File: config.mk
export PLATFORM = sky130hd
export DESIGN_NAME = pipe_stage_elastic
export DESIGN_NICKNAME = d
export VERILOG_FILES = /design/src/rtl/pipe_stage_elastic.sv
export SDC_FILE = /design/constraint.sdc
export NUM_CORES = 1
export LEC_CHECK = 0
export CAP_MARGIN = 20
export CORE_ASPECT_RATIO = 1.5
export CORE_MARGIN = 2
export CORE_UTILIZATION = 50
export CTS_CLUSTER_SIZE = 25
export DETAILED_ROUTE_END_ITERATION = 10
export PLACE_DENSITY = 0.91
export SLEW_MARGIN = 40
export SYNTH_ARGS = -nofsm -noshare
export SYNTH_HDL_FRONTEND = slang
export SYNTH_SLANG_ARGS = --single-unit
export TNS_END_PERCENT = 30
File: constraint.sdc
create_clock -name i_clk -period 2.3 [get_ports i_clk]
set_input_delay 0.46 -clock i_clk [delete_from_list [all_inputs] [get_ports i_clk]]
set_output_delay 0.46 -clock i_clk [all_outputs]
set_load 0.01 [all_outputs]
File: src/rtl/pipe_stage_elastic.sv
// rtl/pipe_stage_elastic.sv - elastic valid/ready pipeline register with 2-entry skid, flush and stall counter
module pipe_stage_elastic #(
  parameter int unsigned       DATA_W   = 160,
  parameter int unsigned       CTRL_W   = 12,
  parameter logic [DATA_W-1:0] NOP_DATA = '0,
  parameter int unsigned       CNT_W    = 16
) (
  input  logic              i_clk,
  input  logic              i_rst_n,
  input  logic              i_flush,
  input  logic              i_valid,
  output logic              o_ready,
  input  logic [DATA_W-1:0] i_data,
  input  logic [CTRL_W-1:0] i_ctrl,
  output logic              o_valid,
  input  logic              i_ready,
  output logic [DATA_W-1:0] o_data,
  output logic [CTRL_W-1:0] o_ctrl,
  output logic [1:0]        o_occupancy,
  output logic [CNT_W-1:0]  o_stall_cnt
);

  // Head entry drives the outputs; skid entry absorbs the one extra push that
  // can arrive in the cycle the downstream stalls while o_ready is still high.
  logic              main_v;
  logic [DATA_W-1:0] main_d;
  logic [CTRL_W-1:0] main_c;
  logic              skid_v;
  logic [DATA_W-1:0] skid_d;
  logic [CTRL_W-1:0] skid_c;
  logic [CNT_W-1:0]  stall_cnt;

  logic push;
  logic pop;

  assign o_ready     = !skid_v;
  assign o_valid     = main_v;
  assign push        = i_valid & o_ready;
  assign pop         = main_v & i_ready;
  assign o_data      = main_d;
  // A bubble must never carry side-effecting control bits downstream.
  assign o_ctrl      = main_v ? main_c : '0;
  assign o_occupancy = {1'b0, main_v} + {1'b0, skid_v};
  assign o_stall_cnt = stall_cnt;

  // Head/skid storage: EMPTY -> HEAD -> FULL occupancy walk, flush overrides everything.
  always_ff @(posedge i_clk or negedge i_rst_n) begin
    if (!i_rst_n) begin
      main_v <= 1'b0;
      main_d <= NOP_DATA;
      main_c <= '0;
      skid_v <= 1'b0;
      skid_d <= '0;
      skid_c <= '0;
    end else if (i_flush) begin
      main_v <= 1'b0;
      main_d <= NOP_DATA;
      main_c <= '0;
      skid_v <= 1'b0;
    end else if (!main_v) begin
      if (push) begin
        main_v <= 1'b1;
        main_d <= i_data;
        main_c <= i_ctrl;
      end
    end else if (!skid_v) begin
      if (push && pop) begin
        main_d <= i_data;
        main_c <= i_ctrl;
      end else if (push) begin
        skid_v <= 1'b1;
        skid_d <= i_data;
        skid_c <= i_ctrl;
      end else if (pop) begin
        main_v <= 1'b0;
        main_d <= NOP_DATA;
        main_c <= '0;
      end
    end else if (pop) begin
      // FULL: o_ready is low so no push can coincide; skid advances to head.
      main_d <= skid_d;
      main_c <= skid_c;
      skid_v <= 1'b0;
    end
  end

  // Saturating count of stalled cycles; deliberately untouched by flush.
  always_ff @(posedge i_clk or negedge i_rst_n) begin
    if (!i_rst_n) begin
      stall_cnt <= '0;
    end else if (main_v && !i_ready && (stall_cnt != {CNT_W{1'b1}})) begin
      stall_cnt <= stall_cnt + {{(CNT_W-1){1'b0}}, 1'b1};
    end
  end

endmodule

Yosys cells after proc, flatten, opt, wreduce, memory -nomap -nowiden
Index checks and enable logic that the tools add are counted.
- register bits after elaboration: 362
- bits in latches: 0
- RAM bits: 0
- ROM bits: 0
- output and inout port bits: 192
- memories kept: 0
- add/subtract/negate cells: 2
- multiply operators: 0
- divide/modulo/power cells: 0
- magnitude comparators: 0
- equality and inequality tests: 3
- shift-type cells: 0
- muxes and demuxes: 28
- bitwise operators: 5
- reductions and logical operators: 10
- operator list (kind ; number):
    $mux 160 ; 8
    $mux 12 ; 9
    $add 16x1->16 const B ; 1
    $ne 16x16->1 const B ; 1
    $mux 1 ; 11
    $ne 5x4->1 const B ; 1
    $reduce_and 5->1 ; 1
    $reduce_bool 5->1 ; 1
    $ne 4x3->1 const B ; 1
    $reduce_and 4->1 ; 1
    $logic_and 1x1->1 ; 3
    $not 1->1 ; 3
    $reduce_bool 3->1 ; 1
    $add 1x1->2 ; 1
    $and 1x1->1 ; 2
    $logic_not 1->1 ; 2
    $reduce_bool 2->1 ; 1

Longest topological paths before layout
Gate-level depths: netlist (run 1).
- depth after elaboration: 7
- gate-level depth with buffers: 7
- gate-level depth less buffers: 5

Worst setup path after synthesis (run 1)
Ideal clock, no wire load.
- path type: flip-flop to flip-flop
- start point: register stall_cnt[0], in the netlist o_stall_cnt[0]
- end point: register stall_cnt[1], in the netlist o_stall_cnt[1]
- arrival: 1.693 ns
- required time: 2.172 ns
- path slack: 0.479 ns
- cell stages (with the launch flop): 6
- period minus slack after synthesis: 1.821 ns
- path through: dfrtp_1 > ha_1 > nand4_1 > o41ai_4 > buf_6 > mux2_1
- cells in the longest elaborated chain, start to end: 2
- elaborated cells between the ends (all ways): 3
- classes of those cells: add/sub (1); eq/ne (1); reduce/logical (1)
- RTL lines (what ; RTL line ; source):
    start, declared ; 31 ; logic [CNT_W-1:0] stall_cnt;
    start signal, assigned ; 92 ; stall_cnt <= stall_cnt + {{(CNT_W-1){1'b0}}, 1'b1};
    parallel branches: the longest is 2 deep, another holds $add 16x1->16 ; -- ;
Parallel ways; which one is timed is not known.
A chain may end at the register's enable or synchronous reset.

Final worst setup path (run 1)
- start point: register main_v, in the netlist o_valid
- end point: output port o_ctrl[5]
- cells in the longest elaborated chain, start to end: 1
- RTL lines (what ; RTL line ; source):
    start, declared ; 25 ; logic main_v;
    start signal, assigned ; 49 ; main_v <= 1'b0;
    start signal, assigned ; 56 ; main_v <= 1'b0;
    start signal, assigned ; 62 ; main_v <= 1'b1;
    $mux 12 ; 42 ; assign o_ctrl = main_v ? main_c : '0;
    end, declared ; 18 ; output logic [CTRL_W-1:0] o_ctrl,
Every way passes these cells.

==> flow_metrics.env, run 1 <==
export IMPL_area_growth_pct=36.9
export IMPL_grt_usage_pct=26.2
export IMPL_syn_area_per_cell_um2=12.1
export IMPL_cp_start_kind="register"
export IMPL_fin_util_pct=69.3
export IMPL_setup_ws_ps=53.2
export IMPL_synth_edf_count=0
export IMPL_totalWireLength_um=41400
export IMPL_nNetsFinal=1761
export IMPL_wl_per_cell_um=20.6
export IMPL_dr_pass1_iters=5
export IMPL_crit_required_ps=1840
export IMPL_ff2ff_setup_slack_ps=340
export IMPL_antenna_found_initial=5
export IMPL_post_place_ws_ps=-67.7
export IMPL_multi_input_area_um2=5290
export IMPL_clock_fmax_mhz=445
export IMPL_cts_tree="built"
export IMPL_ff2ff_path_depth=5
export IMPL_vias=11600
export IMPL_worstPathArrival_ps=1790
export IMPL_slew_headroom_pct=64.7
export IMPL_maxCapViolations=0
export IMPL_n_fill_cell=1993
export IMPL_insertion_delay_ps=520
export IMPL_dpl_cell_count=1940
export IMPL_cp_end_kind="primary output"
export IMPL_drt_antenna_violating_nets=0
export IMPL_clock_sinks=362
export IMPL_final_common_cell="dfrtp_1"
export IMPL_layout_min_cycle_time_ps=2250
export IMPL_outcome="complete, no violations"
export IMPL_drv_slew=0
export IMPL_io_buffer_count=368
export IMPL_overflow=0
export IMPL_ys_types=31
export IMPL_syn_num_nets=1408
export IMPL_io_pins=369
export IMPL_clkTransAtPathRegs_ps=60
export IMPL_cts_root_buffer="clkbuf_16"
export IMPL_vdd_drop_max_uv=782
export IMPL_start_util_pct=50.6
export IMPL_ys_ff_latch=362
export IMPL_clock_skew_ps=14.8
export IMPL_hold_class="input port to asynchronous set/reset pin"
export IMPL_die_h_um=216
export IMPL_instances_no_fill=2007
export IMPL_drc_errors=0
export IMPL_synth_area_um2=14900
export IMPL_final_cell_mix="362 x dfrtp_1, 359 x clkdlybuf4s50_1, 178 x nand2_1"
export IMPL_period_share_pct=97.7
export IMPL_path_class="register to primary output"
export IMPL_row_count=77
export IMPL_detail_route_vias_per_cell=5.79
export IMPL_yosys_warnings=0
export IMPL_synth_ff_type="dfrtp_1"
export IMPL_r2r_start="o_stall_cnt[0]$_DFFE_PN0P_"
export IMPL_core_area_um2=29500
export IMPL_drive_gt1_share_pct=15.7
export IMPL_synth_cells=1229
export IMPL_p_leak_uw=0.00875
export IMPL_hold_violations=0
export IMPL_worst_pin_slew_ps=529
export IMPL_grt_max_degree=99
export IMPL_routabilityCongestion=0.877
export IMPL_dr_first_iter_drc_count=832
export IMPL_finalPower_uw=17200
export IMPL_synth_seq_area_share_pct=60.7
export IMPL_cts_max_path_buffers=3
export IMPL_grt_pass1_vias=12300
export IMPL_seqCellArea_um2=9060
export IMPL_numCtsBuffers=34
export IMPL_die_w_um=145
export IMPL_grt_pass1_wl_um=66200
export IMPL_powerDensity_nw_per_um2=842
export IMPL_async_reset_ff_share_pct=100
export IMPL_dieArea_um2=31300
export IMPL_setup_viol=0
export IMPL_path_max_fanout=22
export IMPL_reg2reg_to="o_stall_cnt[1]$_DFFE_PN0P_"
export IMPL_h_tree_depth=2
export IMPL_hpwl_um=28100
[cells in the mapped netlist, types with 2 or more instances]
master / number / area (um2)
nor2_1: 5 / 18.8
ha_1: 2 / 25.0
a22oi_1: 172 / 1290
nand4_1: 4 / 25.0
mux2_2: 146 / 1640
clkbuf_1: 29 / 109
buf_6: 20 / 225
buf_2: 46 / 230
a21oi_1: 3 / 15.0
and4_1: 3 / 26.3
and2_1: 13 / 81.3
o21ai_1: 81 / 405
mux2_1: 27 / 304
nand3_1: 4 / 20.0
nand2_1: 178 / 668
dfrtp_1: 362 / 9060
inv_1: 4 / 15.0
xor2_1: 12 / 105
xnor2_1: 3 / 26.3
nor4_1: 4 / 25.0
nand2b_1: 2 / 12.5
nor3_1: 6 / 30.0
buf_4: 3 / 22.5
o21ai_0: 93 / 465
[critical path, cell delays in order (launching register included)]
cell and delay [ps]:
dfrtp_1 380, buf_12 180, and2_1 140, clkdlybuf4s50_1 580
[metal layers]
metal	up-vias	routed length, um	part of all wire [%]	global-route usage (%)
li1	5099	-	-	-
met1	5894	14600	35	29.8
met2	496	22100	53	46.0
met3	136	2400	5.8	4.99
met4	0	2340	5.6	15.3
met5	-	0	0	0
[logic make-up (layout without fill, tap and decap cells)]
| kind of cell | Yosys count | count (layout) | share of synthesized area, % |
|---|---|---|---|
| AO/OA/AOI/OAI | 351 | 351 | 14.8 |
| XOR/XNOR | 15 | 15 | 0.880 |
| adder cells (fa/ha/maj) | 2 | 2 | 0.168 |
| buffers and inverters | 102 | 480 | 4.03 |
| flip-flops | 362 | 362 | 60.7 |
| multiplexers | 173 | 173 | 13.1 |
| other | 0 | 5 | 0 |
| AND/OR/NAND/NOR | 224 | 224 | 6.35 |
[power breakdown]
part | internal (uW) | switching (uW) | total [uW]
Sequential | 7530 | 740 | 8270
Clock | 3530 | 2370 | 5900
Combinational | 1750 | 1280 | 3040
[state kept, by name, indices dropped and copies added, names as in the netlist]
signal / count
o_valid: 1
skid_v: 1
main_c: 12
skid_d: 160
skid_c: 12
o_stall_cnt: 16
o_data: 160
[worst max path at each step]
| stage | end | cells after the start | start |
|---|---|---|---|
| 5_1_grt | o_ctrl[5] | 3 | o_valid$_DFF_PN0_ |
| 6_report | o_ctrl[5] | 3 | o_valid$_DFF_PN0_ |
| 3_5_place_dp | skid_d[3]$_DFFE_PN0P_ | 6 | i_valid |
| 2_1_floorplan | o_stall_cnt[1]$_DFFE_PN0P_ | 5 | o_stall_cnt[0]$_DFFE_PN0P_ |
| 4_1_cts | o_ctrl[9] | 3 | o_valid$_DFF_PN0_ |
| 3_3_place_gp | skid_d[23]$_DFFE_PN0P_ | 6 | i_valid |
[final cells by class]
cell class	instances	area share [%]
well taps	395	2.42
clock inverters	8	0.563
flip-flops and latches	362	44.3
inverters	4	0.0735
diodes	5	0.0612
clock buffers	53	5.22
multi-input cells	765	25.9
repair buffers	415	21.4
[metrics by stage]
stage          TNS, ps  hold WS (ps)  cell area [um2]
6_report             0           470            20400
5_1_grt          -1.39           499            20400
4_1_cts              0           476            20400
3_5_place_dp     -3700           441            19200
3_3_place_gp     -2410           434            19200
2_1_floorplan        0           164            14900
[timing repair]
action,in CTS,in global routing
setup buffers,0,0
setup endpoints to repair,2,6
pin swaps,0,0
hold buffers,1,0
gates resized for setup,2,6
hold endpoints to repair,48,0
(Power assumes the default switching activity.)
==> inputs of run 2 (changes only) <==
Clock period 2.3 ns to 2.2 ns, I/O delays scaled along.
==> flow_metrics.env, run 2 (same netlist as run 1, synthesis figures left out) <==
export IMPL_power_frac_comb_pct=17.7
export IMPL_insertion_delay_ps=510
export IMPL_die_h_um=216
export IMPL_pwr_share_clk_pct=34.8
export IMPL_p_seq_share_pct=47.5
export IMPL_final_cell_mix="362 x dfrtp_1, 353 x clkdlybuf4s50_1, 178 x nand2_1"
export IMPL_ff2ff_path_depth=5
export IMPL_worst_pin_slew_ps=445
export IMPL_hold_violations=0
export IMPL_cp_top_family="buffers and inverters"
export IMPL_cts_max_path_buffers=3
export IMPL_h_tree_depth=2
export IMPL_hpwl_um=28900
export IMPL_cp_start_kind="register"
export IMPL_cts_tree="built"
export IMPL_grt_busiest_layer="met2"
export IMPL_path_max_fanout=22
export IMPL_sw_frac_of_total_pct=25.3
export IMPL_cp_slowest_cell="dfrtp_1"
export IMPL_core_area_um2=29500
export IMPL_final_common_cell="dfrtp_1"
export IMPL_numCtsBuffers=35
export IMPL_cp_depth=3
export IMPL_clock_fmax_mhz=477
export IMPL_routabilityCongestion=0.886
export IMPL_overflow=0
export IMPL_start_util_pct=50.6
export IMPL_dr_pass1_iters=7
export IMPL_drc_errors=0
export IMPL_cp_end_kind="primary output"
export IMPL_outcome="complete, no violations"
export IMPL_antenna_found_initial=2
export IMPL_met2_usage_pct=48.1
export IMPL_worstPathArrival_ps=1660
export IMPL_layout_min_cycle_time_ps=2100
export IMPL_n_fill_cell=1911
export IMPL_grt_max_degree=80
export IMPL_clock_skew_ps=7.37
export IMPL_dieArea_um2=31300
export IMPL_setup_viol=0
export IMPL_design_area_um2=20600
export IMPL_rsz0062_at_grt="no"
export IMPL_nNetsFinal=1779
export IMPL_dpl_cell_count=1957
export IMPL_p_leak_uw=0.00880
export IMPL_clock_sinks=362
export IMPL_die_w_um=145
export IMPL_dr_first_iter_drc_count=638
export IMPL_area_growth_pct=37.8
export IMPL_wl_per_cell_um=20.7
export IMPL_detail_route_vias_per_cell=5.80
export IMPL_totalWireLength_um=42000
export IMPL_clkTransAtPathRegs_ps=70
export IMPL_drt_antenna_violating_nets=0
export IMPL_vias=11700
export IMPL_maxCapViolations=0
export IMPL_powerDensity_nw_per_um2=885
export IMPL_fin_util_pct=69.8
export IMPL_grt_pass1_vias=12300
export IMPL_row_count=77
export IMPL_internal_power_uw=13600
export IMPL_grt_pass1_wl_um=66700
export IMPL_drive_gt1_share_pct=16.7
export IMPL_grt_use_met1_pct=29.7
export IMPL_period_share_pct=95.3
export IMPL_crit_path_cell_trace="buf_12 > ha_1 > dlygate4sd2_1"
export IMPL_hold_class="input port to asynchronous set/reset pin"
export IMPL_crit_required_ps=1760
export IMPL_seqCellArea_um2=9060
export IMPL_multi_input_area_um2=5290
export IMPL_crit_path_max_incr_delay_ps=400
export IMPL_vdd_drop_max_uv=764
export IMPL_finalPower_uw=18200
export IMPL_path_class="register to primary output"
export IMPL_io_pins=369
export IMPL_met3_usage_pct=4.42
export IMPL_p_sw_uw=4610
export IMPL_slew_headroom_pct=70.3
export IMPL_instances_no_fill=2022
export IMPL_io_buffer_count=368
export IMPL_drv_slew=0
export IMPL_grt_usage_pct=26.4
export IMPL_path_buf_inv=2
export IMPL_placed_area_um2=19300
export IMPL_cts_root_buffer="clkbuf_16"
export IMPL_post_cts_buffers=0
==> run 2: changes by cell type in the layout (fill, tap and decap cells not counted) <==
cell | previous run | this run
clkinv_2 | 5 | 6
dlymetal6s2s_1 | 6 | 0
buf_4 | 20 | 37
clkbuf_8 | 8 | 6
dlygate4sd2_1 | 2 | 14
clkdlybuf4s50_1 | 359 | 353
diode_2 | 5 | 2
bufinv_16 | 3 | 5
==> run 2: area by class of cell <==
class                      instances  share of cell area (%)
clock inverter                    11                   0.876
timing repair buffer             432                    21.8
multi-input combinational        765                    25.7
inverter                           4                  0.0730
tap                              395                    2.40
clock buffer                      51                    5.05
sequential                       362                    44.1
antenna                            2                  0.0243
==> run 2: metrics by stage <==
| step | worst slack, ps | hold slack (ps) | setup TNS [ps] |
|---|---|---|---|
| floorplan | 379 | 144 | 0 |
| global placement | -28.2 | 385 | -1320 |
| detailed placement | -101 | 385 | -2950 |
| CTS | 65.8 | 438 | 0 |
| global route | 58.8 | 451 | 0 |
| finish | 103 | 422 | 0 |
==> run 2: metal layers <==
| metal | routed length, um | share of wire (%) |
|---|---|---|
| met5 | 0 | 0 |
| met3 | 2380 | 5.7 |
| met2 | 22800 | 54 |
| met4 | 2220 | 5.3 |
| met1 | 14600 | 35 |
==> run 2: timing repair <==
action,CTS,global route
gates resized for setup,14,0
endpoints found under the setup margin,14,0
hold endpoints to repair,43,0
hold buffers,1,0
==> run 2: worst paths after layout <==
kind                                                  from                         end  slack (ps)
worst max-delay path                     o_valid$_DFF_PN0_              o_occupancy[0]         100
worst min-delay path                               i_rst_n      o_data[63]$_DFFE_PN0P_         420
worst max register to register  o_stall_cnt[0]$_DFFE_PN0P_  o_stall_cnt[1]$_DFFE_PN0P_         280
worst min register to register       main_c[2]$_DFFE_PN0P_       main_c[2]$_DFFE_PN0P_         470
max in group asynchronous                          i_rst_n       skid_d[0]$_DFFE_PN0P_         980
min in group i_clk                   main_c[2]$_DFFE_PN0P_       main_c[2]$_DFFE_PN0P_         470
==> run 2: worst register-to-register path, stage by stage, from the launching register on <==
cell and delay, ps:
dfrtp_1 430, ha_1 230, nand4_1 210, o41ai_4 360
buf_4 240, mux2_1 340
==> run 2: power by group through the flow <==
stage / logic, uW / registers [uW] / clock network, uW
2_1_floorplan: 1460 / 8640 / 0
6_report: 3210 / 8650 / 6340
3_3_place_gp: 3050 / 8610 / 0
3_5_place_dp: 3210 / 8710 / 0
5_1_grt: 3460 / 8750 / 6690
4_1_cts: 3240 / 8620 / 6460
==> inputs of run 3 (changes only) <==
Settings changed: CAP_MARGIN 20 to unset, TNS_END_PERCENT 30 to 5.
==> results of run 3 <==
Final layout, timing and power as in run 2 (identical DEF).
